**src/rtl/serial_msg_engine.sv**
```systemverilog
// serial_msg_engine
//   Host link protocol engine. Parses framed host messages (type, length,
//   payload[, checksum]), delivers work to the work manager, queues nonce
//   results in a FIFO and serialises responses/results back over the UART.
//
//   Optional feature macro: SERIAL_CHECKSUM_EN
//     defined   -> every rx frame carries a trailing XOR byte (checked, NACK on
//                  mismatch) and every tx frame appends the same XOR byte.
//     undefined -> no checksum byte in either direction.
//
// Ports:
//   clk          clock
//   rst          synchronous active-high reset
//   rx_data      received byte, valid when new_rx_data pulses
//   new_rx_data  one-cycle rx strobe
//   tx_data      byte to transmit, valid when new_tx_data pulses
//   new_tx_data  one-cycle transmit strobe
//   tx_busy      UART transmitter busy
//   new_work     one-cycle pulse when work_data is (re)issued
//   work_data    work payload, byte i at bits [8i+7:8i]
//   new_result   one-cycle strobe for result_data
//   result_data  nonce result to report to the host
//   result_drops saturating count of results lost to a full FIFO
module serial_msg_engine #(
  parameter int          WORK_BYTES     = 80,
  parameter int          RESULT_BYTES   = 4,
  parameter int          RESULT_DEPTH   = 4,
  parameter int          TIMEOUT_CYCLES = 1000000,
  parameter logic [31:0] DEVICE_ID      = "MoV4"
) (
  input  logic                      clk,
  input  logic                      rst,
  input  logic [7:0]                rx_data,
  input  logic                      new_rx_data,
  output logic [7:0]                tx_data,
  output logic                      new_tx_data,
  input  logic                      tx_busy,
  output logic                      new_work,
  output logic [8*WORK_BYTES-1:0]   work_data,
  input  logic                      new_result,
  input  logic [8*RESULT_BYTES-1:0] result_data,
  output logic [7:0]                result_drops
);

  localparam logic [7:0] T_ACK       = 8'd2;
  localparam logic [7:0] T_NACK      = 8'd4;
  localparam logic [7:0] T_PING      = 8'd8;
  localparam logic [7:0] T_INFO      = 8'd18;
  localparam logic [7:0] T_NEW_WORK  = 8'd19;
  localparam logic [7:0] T_RESTART   = 8'd20;
  localparam logic [7:0] T_TEST_WORK = 8'd21;
  localparam logic [7:0] T_RESULT    = 8'd32;
  localparam logic [7:0] T_ERROR     = 8'd254;

  localparam logic [7:0] WB_LEN  = 8'(WORK_BYTES);
  localparam logic [7:0] RB_LEN  = 8'(RESULT_BYTES);
  localparam int         PAY_MAX = 16;
  localparam int         AW      = $clog2(RESULT_DEPTH);
  localparam int         TW      = $clog2(TIMEOUT_CYCLES + 1);
  localparam logic [TW-1:0] TO_LAST = TW'(TIMEOUT_CYCLES - 1);

  typedef enum logic [2:0] {
    RX_TYPE, RX_LEN, RX_PAYLOAD, RX_CSUM, DISPATCH, TX_BYTE, TX_GAP
  } state_t;

`ifdef SERIAL_CHECKSUM_EN
  localparam state_t     AFTER_PAY = RX_CSUM;
  localparam logic [7:0] TX_TRAIL  = 8'd2;  // index of last tx byte = len + 2
`else
  localparam state_t     AFTER_PAY = DISPATCH;
  localparam logic [7:0] TX_TRAIL  = 8'd1;
`endif

  // Bit n set when n is prime; TEST_WORK requires payload byte n == n there.
  function automatic logic [255:0] prime_mask();
    logic [255:0] m;
    m = '0;
    for (int n = 2; n < 256; n++) begin
      logic p;
      p = 1'b1;
      for (int d = 2; d * d <= n; d++)
        if (n % d == 0) p = 1'b0;
      m[n] = p;
    end
    return m;
  endfunction

  localparam logic [255:0] PRIME_MASK = prime_mask();

  state_t                   state;
  logic [7:0]               msg_type, msg_len, byte_cnt, rx_csum;
  logic                     test_ok, frame_err, csum_bad;
  logic [TW-1:0]            to_cnt;
  logic [8*WORK_BYTES-1:0]  work_buf;
  logic [7:0]               tx_type, tx_len, tx_idx, tx_byte;
  logic [8*PAY_MAX-1:0]     tx_pay;
`ifdef SERIAL_CHECKSUM_EN
  logic [7:0]               tx_csum;
`endif

  logic [8*RESULT_BYTES-1:0] fifo_mem [RESULT_DEPTH];
  logic [AW-1:0]             wr_ptr, rd_ptr;
  logic [AW:0]               fifo_cnt;
  logic                      fifo_empty, fifo_full, pop_en, push_en, drop_en;
  logic                      rx_active, to_fire;

  assign fifo_empty = (fifo_cnt == '0);
  assign fifo_full  = (fifo_cnt == (AW+1)'(RESULT_DEPTH));
  // Results only go out from an idle receiver, so a response always wins.
  assign pop_en     = (state == RX_TYPE) && !new_rx_data && !fifo_empty;
  assign push_en    = new_result && (!fifo_full || pop_en);
  assign drop_en    = new_result && fifo_full && !pop_en;

  assign rx_active  = (state == RX_LEN) || (state == RX_PAYLOAD) || (state == RX_CSUM);
  assign to_fire    = rx_active && !new_rx_data && (to_cnt == TO_LAST);

  // Current outgoing byte: type, length, payload, then optional checksum.
  always_comb begin
    tx_byte = 8'h00;
    for (int i = 0; i < PAY_MAX; i++)
      if (tx_idx == 8'(i + 2)) tx_byte = tx_pay[8*i +: 8];
`ifdef SERIAL_CHECKSUM_EN
    if (tx_idx == tx_len + 8'd2) tx_byte = tx_csum;
`endif
    if (tx_idx == 8'd0) tx_byte = tx_type;
    if (tx_idx == 8'd1) tx_byte = tx_len;
  end

  // Result FIFO
  always_ff @(posedge clk) begin
    if (push_en) fifo_mem[wr_ptr] <= result_data;
    if (rst) begin
      wr_ptr       <= '0;
      rd_ptr       <= '0;
      fifo_cnt     <= '0;
      result_drops <= '0;
    end else begin
      if (push_en) wr_ptr <= wr_ptr + AW'(1);
      if (pop_en)  rd_ptr <= rd_ptr + AW'(1);
      case ({push_en, pop_en})
        2'b10:   fifo_cnt <= fifo_cnt + (AW+1)'(1);
        2'b01:   fifo_cnt <= fifo_cnt - (AW+1)'(1);
        default: fifo_cnt <= fifo_cnt;
      endcase
      if (drop_en && result_drops != 8'hFF) result_drops <= result_drops + 8'd1;
    end
  end

  // Payload capture: bytes beyond WORK_BYTES never reach the buffer.
  always_ff @(posedge clk) begin
    if (state == RX_PAYLOAD && new_rx_data)
      for (int i = 0; i < WORK_BYTES; i++)
        if (byte_cnt == 8'(i)) work_buf[8*i +: 8] <= rx_data;
  end

  // Protocol FSM
  always_ff @(posedge clk) begin
    if (rst) begin
      state       <= RX_TYPE;
      tx_data     <= '0;
      new_tx_data <= 1'b0;
      new_work    <= 1'b0;
      work_data   <= '0;
      to_cnt      <= '0;
      msg_type    <= '0;
      msg_len     <= '0;
      byte_cnt    <= '0;
      rx_csum     <= '0;
      test_ok     <= 1'b1;
      frame_err   <= 1'b0;
      csum_bad    <= 1'b0;
      tx_type     <= '0;
      tx_len      <= '0;
      tx_idx      <= '0;
      tx_pay      <= '0;
`ifdef SERIAL_CHECKSUM_EN
      tx_csum     <= '0;
`endif
    end else begin
      new_work    <= 1'b0;
      new_tx_data <= 1'b0;
      if (rx_active && !new_rx_data) to_cnt <= to_cnt + TW'(1);
      else                           to_cnt <= '0;

      case (state)
        RX_TYPE: begin
          if (new_rx_data) begin
            msg_type  <= rx_data;
            rx_csum   <= rx_data;
            test_ok   <= 1'b1;
            frame_err <= 1'b0;
            csum_bad  <= 1'b0;
            state     <= RX_LEN;
          end else if (pop_en) begin
            tx_type <= T_RESULT;
            tx_len  <= RB_LEN;
            tx_pay  <= (8*PAY_MAX)'(fifo_mem[rd_ptr]);
            tx_idx  <= '0;
`ifdef SERIAL_CHECKSUM_EN
            tx_csum <= '0;
`endif
            state   <= TX_BYTE;
          end
        end

        RX_LEN: begin
          if (new_rx_data) begin
            msg_len  <= rx_data;
            rx_csum  <= rx_csum ^ rx_data;
            byte_cnt <= '0;
            state    <= (rx_data == 8'd0) ? AFTER_PAY : RX_PAYLOAD;
          end else if (to_fire) begin
            frame_err <= 1'b1;
            state     <= DISPATCH;
          end
        end

        RX_PAYLOAD: begin
          if (new_rx_data) begin
            rx_csum  <= rx_csum ^ rx_data;
            byte_cnt <= byte_cnt + 8'd1;
            if (PRIME_MASK[byte_cnt] && rx_data != byte_cnt) test_ok <= 1'b0;
            if (byte_cnt == msg_len - 8'd1) state <= AFTER_PAY;
          end else if (to_fire) begin
            frame_err <= 1'b1;
            state     <= DISPATCH;
          end
        end

        RX_CSUM: begin
          if (new_rx_data) begin
            csum_bad <= (rx_data != rx_csum);
            state    <= DISPATCH;
          end else if (to_fire) begin
            frame_err <= 1'b1;
            state     <= DISPATCH;
          end
        end

        DISPATCH: begin
          tx_idx  <= '0;
          tx_len  <= '0;
          tx_pay  <= '0;
          tx_type <= T_ERROR;
`ifdef SERIAL_CHECKSUM_EN
          tx_csum <= '0;
`endif
          state   <= TX_BYTE;
          // A timed-out frame has no trailing byte, so frame_err is checked first.
          if (frame_err) begin
            tx_type <= T_ERROR;
          end else if (csum_bad) begin
            tx_type <= T_NACK;
          end else begin
            case (msg_type)
              T_PING: tx_type <= T_ACK;
              T_INFO: begin
                tx_type     <= T_INFO;
                tx_len      <= 8'd4;
                tx_pay[31:0] <= {DEVICE_ID[7:0], DEVICE_ID[15:8],
                                 DEVICE_ID[23:16], DEVICE_ID[31:24]};
              end
              T_NEW_WORK: begin
                if (msg_len == WB_LEN) begin
                  work_data <= work_buf;
                  new_work  <= 1'b1;
                  tx_type   <= T_ACK;
                end
              end
              T_TEST_WORK: begin
                if (msg_len == WB_LEN) begin
                  if (test_ok) begin
                    work_data <= work_buf;
                    new_work  <= 1'b1;
                    tx_type   <= T_ACK;
                  end else begin
                    tx_type   <= T_NACK;
                  end
                end
              end
              T_RESTART: begin
                new_work <= 1'b1;
                tx_type  <= T_ACK;
              end
              default: tx_type <= T_ERROR;
            endcase
          end
        end

        TX_BYTE: begin
          if (!tx_busy) begin
            tx_data     <= tx_byte;
            new_tx_data <= 1'b1;
`ifdef SERIAL_CHECKSUM_EN
            tx_csum     <= tx_csum ^ tx_byte;
`endif
            state       <= TX_GAP;
          end
        end

        TX_GAP: begin
          if (tx_idx == tx_len + TX_TRAIL) begin
            state <= RX_TYPE;
          end else begin
            tx_idx <= tx_idx + 8'd1;
            state  <= TX_BYTE;
          end
        end

        default: state <= RX_TYPE;
      endcase
    end
  end

endmodule
```
**config.mk**
```make
export PLATFORM = sky130hd
export DESIGN_NAME = serial_msg_engine
export DESIGN_NICKNAME = d
export VERILOG_FILES = /design/src/rtl/serial_msg_engine.sv
export SDC_FILE = /design/constraint.sdc
export NUM_CORES = 2
export LEC_CHECK = 0
export BUFFER_PORTS_ARGS = -buffer_cell sky130_fd_sc_hd__buf_4
export CORE_MARGIN = 4
export CORE_UTILIZATION = 48
export CTS_CLUSTER_DIAMETER = 150
export DETAILED_ROUTE_END_ITERATION = 8
export GPL_TIMING_DRIVEN = 1
export PLACE_DENSITY = 0.81
export SYNTH_ARGS = -nofsm -noshare
export SYNTH_HDL_FRONTEND = slang
export SYNTH_SLANG_ARGS = --single-unit
```
**constraint.sdc**
```tcl
create_clock -name clk -period 3.3 [get_ports clk]
set_clock_uncertainty 0.2 [all_clocks]
set_input_delay 0.165 -clock clk [delete_from_list [all_inputs] [get_ports clk]]
set_output_delay 0.165 -clock clk [all_outputs]
set_load 0.01 [all_outputs]
```
==> metrics.txt <==
status=complete, no violations; CTS tree=yes; crit-path max FO=14; VDD IR max=579 uV; Synth Cell Area=53500 um^2; CP Capture Type=flip-flop; Post-synth top cells=nand2_1 (1418), dfxtp_1 (772), edfxtp_1 (768); Worst Hold End=work_buf[184]; first-pass iteration count of the detailed router=7; row count=122; Post-synth ARST share=0%; area share of the largest cell type after synthesis=43.1%; post-synthesis sequential area ratio=72.0%; crit path time final=3.14 ns; Root Buffer=clkbuf_16; R2R depth=5; top_reg_cell synth=dfxtp_1; Post-synth EDFFs=768; clock transition at the registers of the reported paths=0.07 ns; Arrival @ worst endpoint=3.33 ns; hpwl dp=102000 um; Seq. cell area=38500 um^2; Power Dens Cells=606 nW/um^2; HP Start=rx_data[0]; # IOs=703; Hold Fails Final Rpt=0; Vias/cell=5.61; synthesized flop and latch total=1540; worst r2r dst=work_buf[407]; Bufs on Longest Clock Path=3; CORE AREA=111000 um^2; Yosys Warn Count=0; DRT iter0 DRCs=4294; die width=342 um; Leak=0.0235 uW; Antenna Violating Nets Remaining=0; pin count of the biggest net entering global routing=190; cells after synthesis=4590; Design Area, Final=66400 um^2; Crit Path Class=flip-flop to flip-flop; worst relative slew slack=28.6%; ranking of synthesized cells by area=edfxtp_1 (43%), dfxtp_1 (29%), nand2_1 (9.9%), a21oi_1 (6.6%), mux4_2 (1.3%); GRT Residual Overflow=0; Yosys cell types=75; Hold Crit Class=input pin to flip-flop; net count after synthesis=4652; Avg Cell Area, Syn=11.7 um^2; H-tree lvl count=4; drt wl/cell=23.6 um; gr usage total=27.4%; starting density of the core=48.4%; Die Y-Extent=342 um; total placed instance area=60800 um^2; CTS sink count=1540; crit-path cells=buf_4 -> nand4bb_1 -> nor3_1 -> nand2_1 -> nor2_1; # setup viols final=0; Via Count=39386; IO buf count=702; RSZ-0062 raised after global routing=false; slowest stage cell, crit path=nor2_1; setup TNS=0 ns; WL final=166000 um; worst hold path depth=2; Critical Path Start Type=flip-flop; area occupied by multi-input gates=13300 um^2; fraction of layout cells with a size suffix above 1=20.8%; nets=5468; RePlAce Congestion=0.886; FILL cells=8071; Die ar.=117000 um^2; vias in the first global route=38376; Synth area leader=edfxtp_1; Inserted Clock Buffers=148; area delta synth->final=24.1%; biggest cell delay along the critical path=0.78 ns; required time worst endpoint=3.49 ns; initial antenna violation count=7; count leader, synth=nand2_1; max-slew violation count=0; max-cap viol count=0; worst skew pair latency=0.76 ns; Post-route DRC=0; Fmax=319 MHz; fin crit share=95.1%; actual transition at the worst max-transition pin=1.07 ns; R2R setup slack=0.16 ns; first-pass GRT wire length=242000 um; reg2reg start=state[1]
layer usage:
metal	share of wire (%)	GRT usage, %	vias up
met5	0.028	0	-
met4	5.8	14.4	6
met3	10	6.24	473
met2	48	45.0	2376
met1	36	34.0	19099
li1	-	-	17432
state kept, by name (all words and copies together) (netlist names), 2 cells and up, named ones only:
register	flops
rd_ptr	2
msg_type	8
state	3
tx_data	8
tx_pay	32
fifo_mem	128
fifo_cnt	3
msg_len	8
work_data	640
tx_type	5
byte_cnt	8
result_drops	8
wr_ptr	2
to_cnt	20
tx_idx	8
rx_csum	8
work_buf	640
logic make-up after synthesis:
kind of cell	count (synthesis)	share of synthesized area [%]
flops	1540	72.0
buf+inv	312	3.23
simple gates	1743	13.0
mux	39	1.48
fa+ha+maj	17	0.411
xor+xnor	68	1.11
compound gates	871	8.80
power by group:
part	switching, uW	total (uW)	leakage [uW]	internal (uW)
clock	7440	16900	0.00238	9460
sequential	306	20700	0.0131	20400
combinational	1650	2620	0.00795	965
area by class of cell:
class                   count  share of cell area [%]
flip-flops and latches   1540                    58.0
multi-input cells        2738                    20.0
repair buffers            950                    11.7
inverters                  28                   0.158
clock inverters            61                    1.02
well taps                1488                    2.80
clock buffers             214                    6.33
diodes                      1                 0.00377
placed cells by master (no fill, tap or decap), drive strengths merged, types with 11 or more instances in the layout:
master and instances:
a21oi 710, nand3 24, edfxtp 768, and3 14, dfxtp 772, buf 874, nor4 15, clkbuf 214
xnor2 42, mux4 32, a211oi 17, inv 35, ha 16, o211ai 14, o22ai 11, nand2 1418
nand4 18, nor2 183, o21ai 42, clkinv 47, xor2 26, a22oi 17, nor3 14, dlygate4sd3 76
metrics by stage:
stage | cells | hold slack, ns | total power (uW) | util [%] | setup WS (ns)
3_5_place_dp | 6668 | 0.169 | 23600 | 54.9 | 0.0773
4_1_cts | 7019 | 0.140 | 40300 | 60.0 | 0.0920
5_1_grt | 7020 | 0.177 | 41500 | 60.0 | 0.0365
2_1_floorplan | 4590 | 0.0639 | 22700 | - | 0.118
3_3_place_gp | 6668 | 0.165 | 23500 | 54.9 | 0.183
6_report | 7020 | 0.208 | 40300 | 60.0 | 0.163
worst max-delay path: cells and delay by family (launching register included):
kind                   cells  cell delay (ns)
AND/OR/NAND/NOR            4             1.84
flip-flops                 1             0.50
buffers and inverters      1             0.26
how the worst max path moves through the flow:
stage / cells past startpoint / end / start / slack, ns
2_1_floorplan: 11 / fifo_cnt[2] / state[1] / 0.12
3_3_place_gp: 7 / work_buf[10] / state[1] / 0.18
3_5_place_dp: 8 / work_data[540] / msg_type[3] / 0.08
4_1_cts: 7 / work_buf[11] / state[1] / 0.09
5_1_grt: 5 / work_buf[402] / state[1] / 0.04
6_report: 5 / work_buf[407] / state[1] / 0.16
what timing repair did:
item / CTS / global route
setup buffers: 0 / 0
hold buffers: 76 / 0
hold endpoints to repair: 893 / 0
gates resized for setup: 0 / 3
endpoints found under the setup margin: 0 / 166
Power figures use the tool's default switching activity.
